**config.mk**
```make
export PLATFORM = sky130hd
export DESIGN_NAME = shared_alu_arb
export DESIGN_NICKNAME = d
export VERILOG_FILES = /design/src/rtl/shared_alu_arb.sv
export SDC_FILE = /design/constraint.sdc
export NUM_CORES = 1
export LEC_CHECK = 0
export ABC_AREA = 1
export CORE_AREA = 2 2 190 192
export DETAILED_ROUTE_END_ITERATION = 12
export DIE_AREA = 0 0 192 194
export PLACE_DENSITY = 0.36
export SLEW_MARGIN = 10
export SYNTH_ARGS = -nofsm -noshare
export SYNTH_HDL_FRONTEND = slang
export SYNTH_SLANG_ARGS = --single-unit
```
**constraint.sdc**
```tcl
create_clock -name clk -period 1.7 [get_ports clk]
set_input_delay 0.34 -clock clk [delete_from_list [all_inputs] [get_ports clk]]
set_output_delay 0.34 -clock clk [all_outputs]
set_load 0.05 [all_outputs]
```
**src/rtl/shared_alu_arb.sv**
```systemverilog
// rtl/shared_alu_arb.sv - two-requester round-robin arbiter for a shared ALU with a one-entry result buffer
`ifndef SRC_A_SEL_WIDTH
`define SRC_A_SEL_WIDTH 2
`endif
`ifndef SRC_B_SEL_WIDTH
`define SRC_B_SEL_WIDTH 2
`endif
`ifndef ALU_OP_WIDTH
`define ALU_OP_WIDTH 4
`endif
`ifndef DATA_LEN
`define DATA_LEN 32
`endif
`ifndef ADDR_LEN
`define ADDR_LEN 32
`endif

module shared_alu_arb #(
  parameter int RR_INIT = 0
) (
  input  logic                          clk,
  input  logic                          reset_x,
  input  logic [1:0]                    req_valid,
  output logic [1:0]                    req_ready,
  input  logic [2*`SRC_A_SEL_WIDTH-1:0] req_src_a_sel,
  input  logic [2*`SRC_B_SEL_WIDTH-1:0] req_src_b_sel,
  input  logic [2*`ALU_OP_WIDTH-1:0]    req_alu_op,
  input  logic [2*`ADDR_LEN-1:0]        req_pc,
  input  logic [2*`DATA_LEN-1:0]        req_rs1,
  input  logic [2*`DATA_LEN-1:0]        req_rs2,
  input  logic [2*`DATA_LEN-1:0]        req_imm,
  output logic [`SRC_A_SEL_WIDTH-1:0]   src_a_sel,
  output logic [`SRC_B_SEL_WIDTH-1:0]   src_b_sel,
  output logic [`ALU_OP_WIDTH-1:0]      alu_op,
  output logic [`ADDR_LEN-1:0]          pc,
  output logic [`DATA_LEN-1:0]          rs1,
  output logic [`DATA_LEN-1:0]          rs2,
  output logic [`DATA_LEN-1:0]          imm,
  input  logic [`DATA_LEN-1:0]          alu_out,
  output logic                          out_valid,
  input  logic                          out_ready,
  output logic [`DATA_LEN-1:0]          out_data,
  output logic                          out_id
);

  localparam int AW = `SRC_A_SEL_WIDTH;
  localparam int BW = `SRC_B_SEL_WIDTH;
  localparam int OW = `ALU_OP_WIDTH;
  localparam int DW = `DATA_LEN;
  localparam int PW = `ADDR_LEN;

  typedef enum logic {EMPTY = 1'b0, FULL = 1'b1} buf_state_t;

  buf_state_t     state_q, state_d;
  logic [DW-1:0]  out_data_q, out_data_d;
  logic           out_id_q, out_id_d;
  logic           prio_q, prio_d;
  logic           can_acc;
  logic           grant;
  logic           accept;

  assign out_valid = (state_q == FULL);
  assign out_data  = out_data_q;
  assign out_id    = out_id_q;
  assign can_acc   = !out_valid || out_ready;

  // Grant selection: lone requester wins, contention resolved by the priority bit
  always_comb begin
    grant = 1'b0;
    case (req_valid)
      2'b01:   grant = 1'b0;
      2'b10:   grant = 1'b1;
      2'b11:   grant = prio_q;
      default: grant = 1'b0;
    endcase
  end

  // Handshake: only the granted requester sees ready, and never while in reset
  always_comb begin
    req_ready = 2'b00;
    if (reset_x && can_acc) begin
      req_ready[0] = req_valid[0] && !grant;
      req_ready[1] = req_valid[1] &&  grant;
    end
  end

  assign accept = |req_ready;

  // Operand steering: granted requester's fields drive the shared datapath, zero when idle
  always_comb begin
    src_a_sel = '0;
    src_b_sel = '0;
    alu_op    = '0;
    pc        = '0;
    rs1       = '0;
    rs2       = '0;
    imm       = '0;
    if (|req_valid) begin
      src_a_sel = grant ? req_src_a_sel[2*AW-1:AW] : req_src_a_sel[AW-1:0];
      src_b_sel = grant ? req_src_b_sel[2*BW-1:BW] : req_src_b_sel[BW-1:0];
      alu_op    = grant ? req_alu_op[2*OW-1:OW]    : req_alu_op[OW-1:0];
      pc        = grant ? req_pc[2*PW-1:PW]        : req_pc[PW-1:0];
      rs1       = grant ? req_rs1[2*DW-1:DW]       : req_rs1[DW-1:0];
      rs2       = grant ? req_rs2[2*DW-1:DW]       : req_rs2[DW-1:0];
      imm       = grant ? req_imm[2*DW-1:DW]       : req_imm[DW-1:0];
    end
  end

  // Buffer next state: capture on accept, drain when consumer takes it, otherwise hold
  always_comb begin
    state_d    = state_q;
    out_data_d = out_data_q;
    out_id_d   = out_id_q;
    prio_d     = prio_q;
    if (accept) begin
      out_data_d = alu_out;
      out_id_d   = grant;
      prio_d     = ~grant;
    end
    case (state_q)
      EMPTY:   if (accept) state_d = FULL;
      FULL:    if (!accept && out_ready) state_d = EMPTY;
      default: state_d = EMPTY;
    endcase
  end

  // State registers with synchronous active-low reset discarding any buffered result
  always_ff @(posedge clk) begin
    if (!reset_x) begin
      state_q    <= EMPTY;
      out_data_q <= '0;
      out_id_q   <= 1'b0;
      prio_q     <= 1'(RR_INIT);
    end else begin
      state_q    <= state_d;
      out_data_q <= out_data_d;
      out_id_q   <= out_id_d;
      prio_q     <= prio_d;
    end
  end

endmodule

```
==> impl_metrics.env <==
export IMPL_postSynthCellCount=615
export IMPL_firstDrtPassIters=4
export IMPL_final_min_clock_period_ps=2000
export IMPL_arrival_ps=1660
export IMPL_dp_hpwl_mm=22.1
export IMPL_rows=69
export IMPL_layout_drive_gt1_share=0.332
export IMPL_gr_usage_met1=0.144
export IMPL_met3_usage=0.0447
export IMPL_initial_core_util=0.0916
export IMPL_yosysSeqAreaShare=0.217
export IMPL_cts_tree="done"
export IMPL_port_buffers=480
export IMPL_synth_area_um2=3230
export IMPL_drt_iter0_markers=129
export IMPL_fillers=3913
export IMPL_synth_adder_area_share=0
export IMPL_whs_ps=464
export IMPL_design_area_um2=10000
export IMPL_cp_common_cell="buf_12"
export IMPL_grt_use_met2=0.253
export IMPL_hold_violations=0
export IMPL_ant_nets=0
export IMPL_clock_path_buffers=2
export IMPL_dr_total_vias=5952
export IMPL_cap_violations=0
export IMPL_core_area_um2=35200
export IMPL_outcome="complete, but fails checks"
export IMPL_grt_pass1_wl_mm=38.6
export IMPL_hold_start="out_data[22]"
export IMPL_slowest_stage="dfxtp_2"
export IMPL_top_usage_layer="met2"
export IMPL_pin_count=481
export IMPL_rr_worst_depth=8
export IMPL_cts_root_buf="clkbuf_16"
export IMPL_cts_sinks=35
export IMPL_pre_cts_slack_ps=-506
export IMPL_grt_overflow=0
export IMPL_finalSetupTns_ps=-29750
export IMPL_die_area_um2=37200
export IMPL_slew_headroom=0.810
export IMPL_p_leak_nw=4.67
export IMPL_finClkSkew_ps=8.17
export IMPL_avgViaCountPerCell=3.78
export IMPL_hold_end="out_data[22]"
export IMPL_mostFrequentLayoutCell="clkdlybuf4s50_1"
export IMPL_required_ps=1360
export IMPL_synth_simple_area_share=0.672
export IMPL_synth_top_family_by_area="simple AND/OR/NAND/NOR gates"
export IMPL_rrSetupSlack_ps=410
export IMPL_fin_crit_sh=1.18
export IMPL_layout_setup_ws_ps=-301
export IMPL_synthDistinctLibCells=16
export IMPL_synthXorXnorAreaFrac=0
export IMPL_worstMarginPinSlew_ps=286
export IMPL_antenna_found_initial=5
export IMPL_nNetsFinal=1419
export IMPL_gp_congestion=0.863
export IMPL_critical_path_max_stage_delay_ps=340
export IMPL_critical_path_startpoint="prio_q"
export IMPL_cp_num_buf_inv=6
export IMPL_vdd_drop_max_mv=0.376
export IMPL_first_global_vias=6299
export IMPL_place_area_um2=8500
export IMPL_violations="setup timing"
export IMPL_crit_chain="o21ai_4 -> buf_12 -> inv_8 -> buf_12 -> buf_12 -> buf_4 -> nand2_1 -> nand2_1 -> buf_6"
export IMPL_die_h_um=194
export IMPL_crit_family="buffers and inverters"
export IMPL_drc=0
export IMPL_stdcell_count=1574
export IMPL_cts_buffers=5
export IMPL_worst_setup_path_type="reg -> out"
export IMPL_die_x_um=192
export IMPL_critPathLaunchType="flop"
export IMPL_ys_seq_elements=35
export IMPL_cts_hold_buf=0
export IMPL_area_growth_pct=210
export IMPL_p_total_mw=5.96
export IMPL_maxSlewViolCount=0
export IMPL_cp_end_kind="output pin"
export IMPL_layout_common_cells="clkdlybuf4s50_1, nand2_1, nand3_1"
export IMPL_rr_endpoint="out_id"
export IMPL_muxShareOfSynthArea=0
export IMPL_synth_compound_area_frac=0.0140
export IMPL_fin_util=0.284
export IMPL_hold_depth=2
export IMPL_critPathMaxFanout=6
export IMPL_fmax_mhz=500
export IMPL_synth_area_per_cell_um2=5.24
export IMPL_grt_max_degree=54
export IMPL_htree_levels=2
export IMPL_timing_rr_start="prio_q"
export IMPL_wire_per_inst_um=17.5
export IMPL_min_path_type="reg -> reg"
export IMPL_syn_nets=924
export IMPL_rsz0062_at_grt="yes"
export IMPL_path_clk_slew_ps=60
export IMPL_placed_cells=1549
export IMPL_setup_viol_count_final=138
export IMPL_finalWirelength_mm=27.5
export IMPL_yosysWarnings=0
export IMPL_grt_usage=0.137
export IMPL_clock_latency_ps=280
export IMPL_power_density_nw_per_um2=595
[Yosys cell counts]
cell type	instances	share of area
inv_2	1	0.0012
clkbuf_1	10	0.012
o21ai_2	1	0.0027
buf_6	1	0.0035
dfxtp_1	35	0.22
buf_2	36	0.056
buf_4	6	0.014
a21oi_2	1	0.0027
a31oi_1	1	0.0019
nand3_1	192	0.30
nand2_1	319	0.37
inv_1	6	0.0070
buf_1	3	0.0035
a21oi_4	1	0.0050
a21oi_1	1	0.0016
nand3_2	1	0.0031
[final cells by class]
cell class,count,area (µm²),share of cell area
Timing Repair Buffer,544,5940,0.593
Multi-Input combinational cell,517,2590,0.259
Sequential cell,35,702,0.0701
Tap cell,461,577,0.0576
Clock buffer,5,125,0.0125
Clock inverter,3,43.8,0.00437
Inverter,7,33.8,0.00337
Antenna cell,2,5.00,0.000500
[metal layers]
metal  routed length (µm)  share of wire  vias up
met1                10100           0.37     2648
met4                  799          0.029        6
met5                   51         0.0019        -
met2                14100           0.51      279
met3                 2530          0.092       37
li1                     -              -     2982
[power by group]
group / internal (mW) / switching (mW)
Combinational: 1.74 / 2.22
Sequential: 0.894 / 0.0392
Clock: 0.692 / 0.376
Total: 3.32 / 2.64
[timing repair]
item / 4_1_cts / 5_1_grt
cloned: 4 / 5
endpoints found under the setup margin: 138 / 138
pin swaps: 8 / 13
buffers inserted: 6 / 2
resized for setup: 188 / 117
[cell families after synthesis]
| group | Yosys count |
|---|---|
| and+or+nand+nor | 512 |
| buffers and inverters | 63 |
| DFF | 35 |
| AOI/OAI and AO/OA | 5 |
[how the worst max path moves through the flow]
stage                endpoint  slack [ps]  depth (start not counted)
finish                imm[15]        -300                          9
global route          imm[15]        -360                          9
CTS                    rs1[5]        -310                          9
floorplan           alu_op[0]          50                          7
detailed placement    rs1[15]        -510                          8
global placement       imm[0]        -510                          8
[sequential cells by signal (all words and copies together) (netlist names)]
register,count
out_data,32
out_id,1
out_valid,1
prio_q,1
[worst register-to-register path, cell delays in order, from the launching register on]
cell,delay [ps]
dfxtp_2,340
o21ai_4,160
buf_12,150
inv_8,50
buf_12,150
buf_8,150
nand2_4,60
buf_4,100
nand2_1,40
Note: power is estimated with default switching activity, not from simulation.
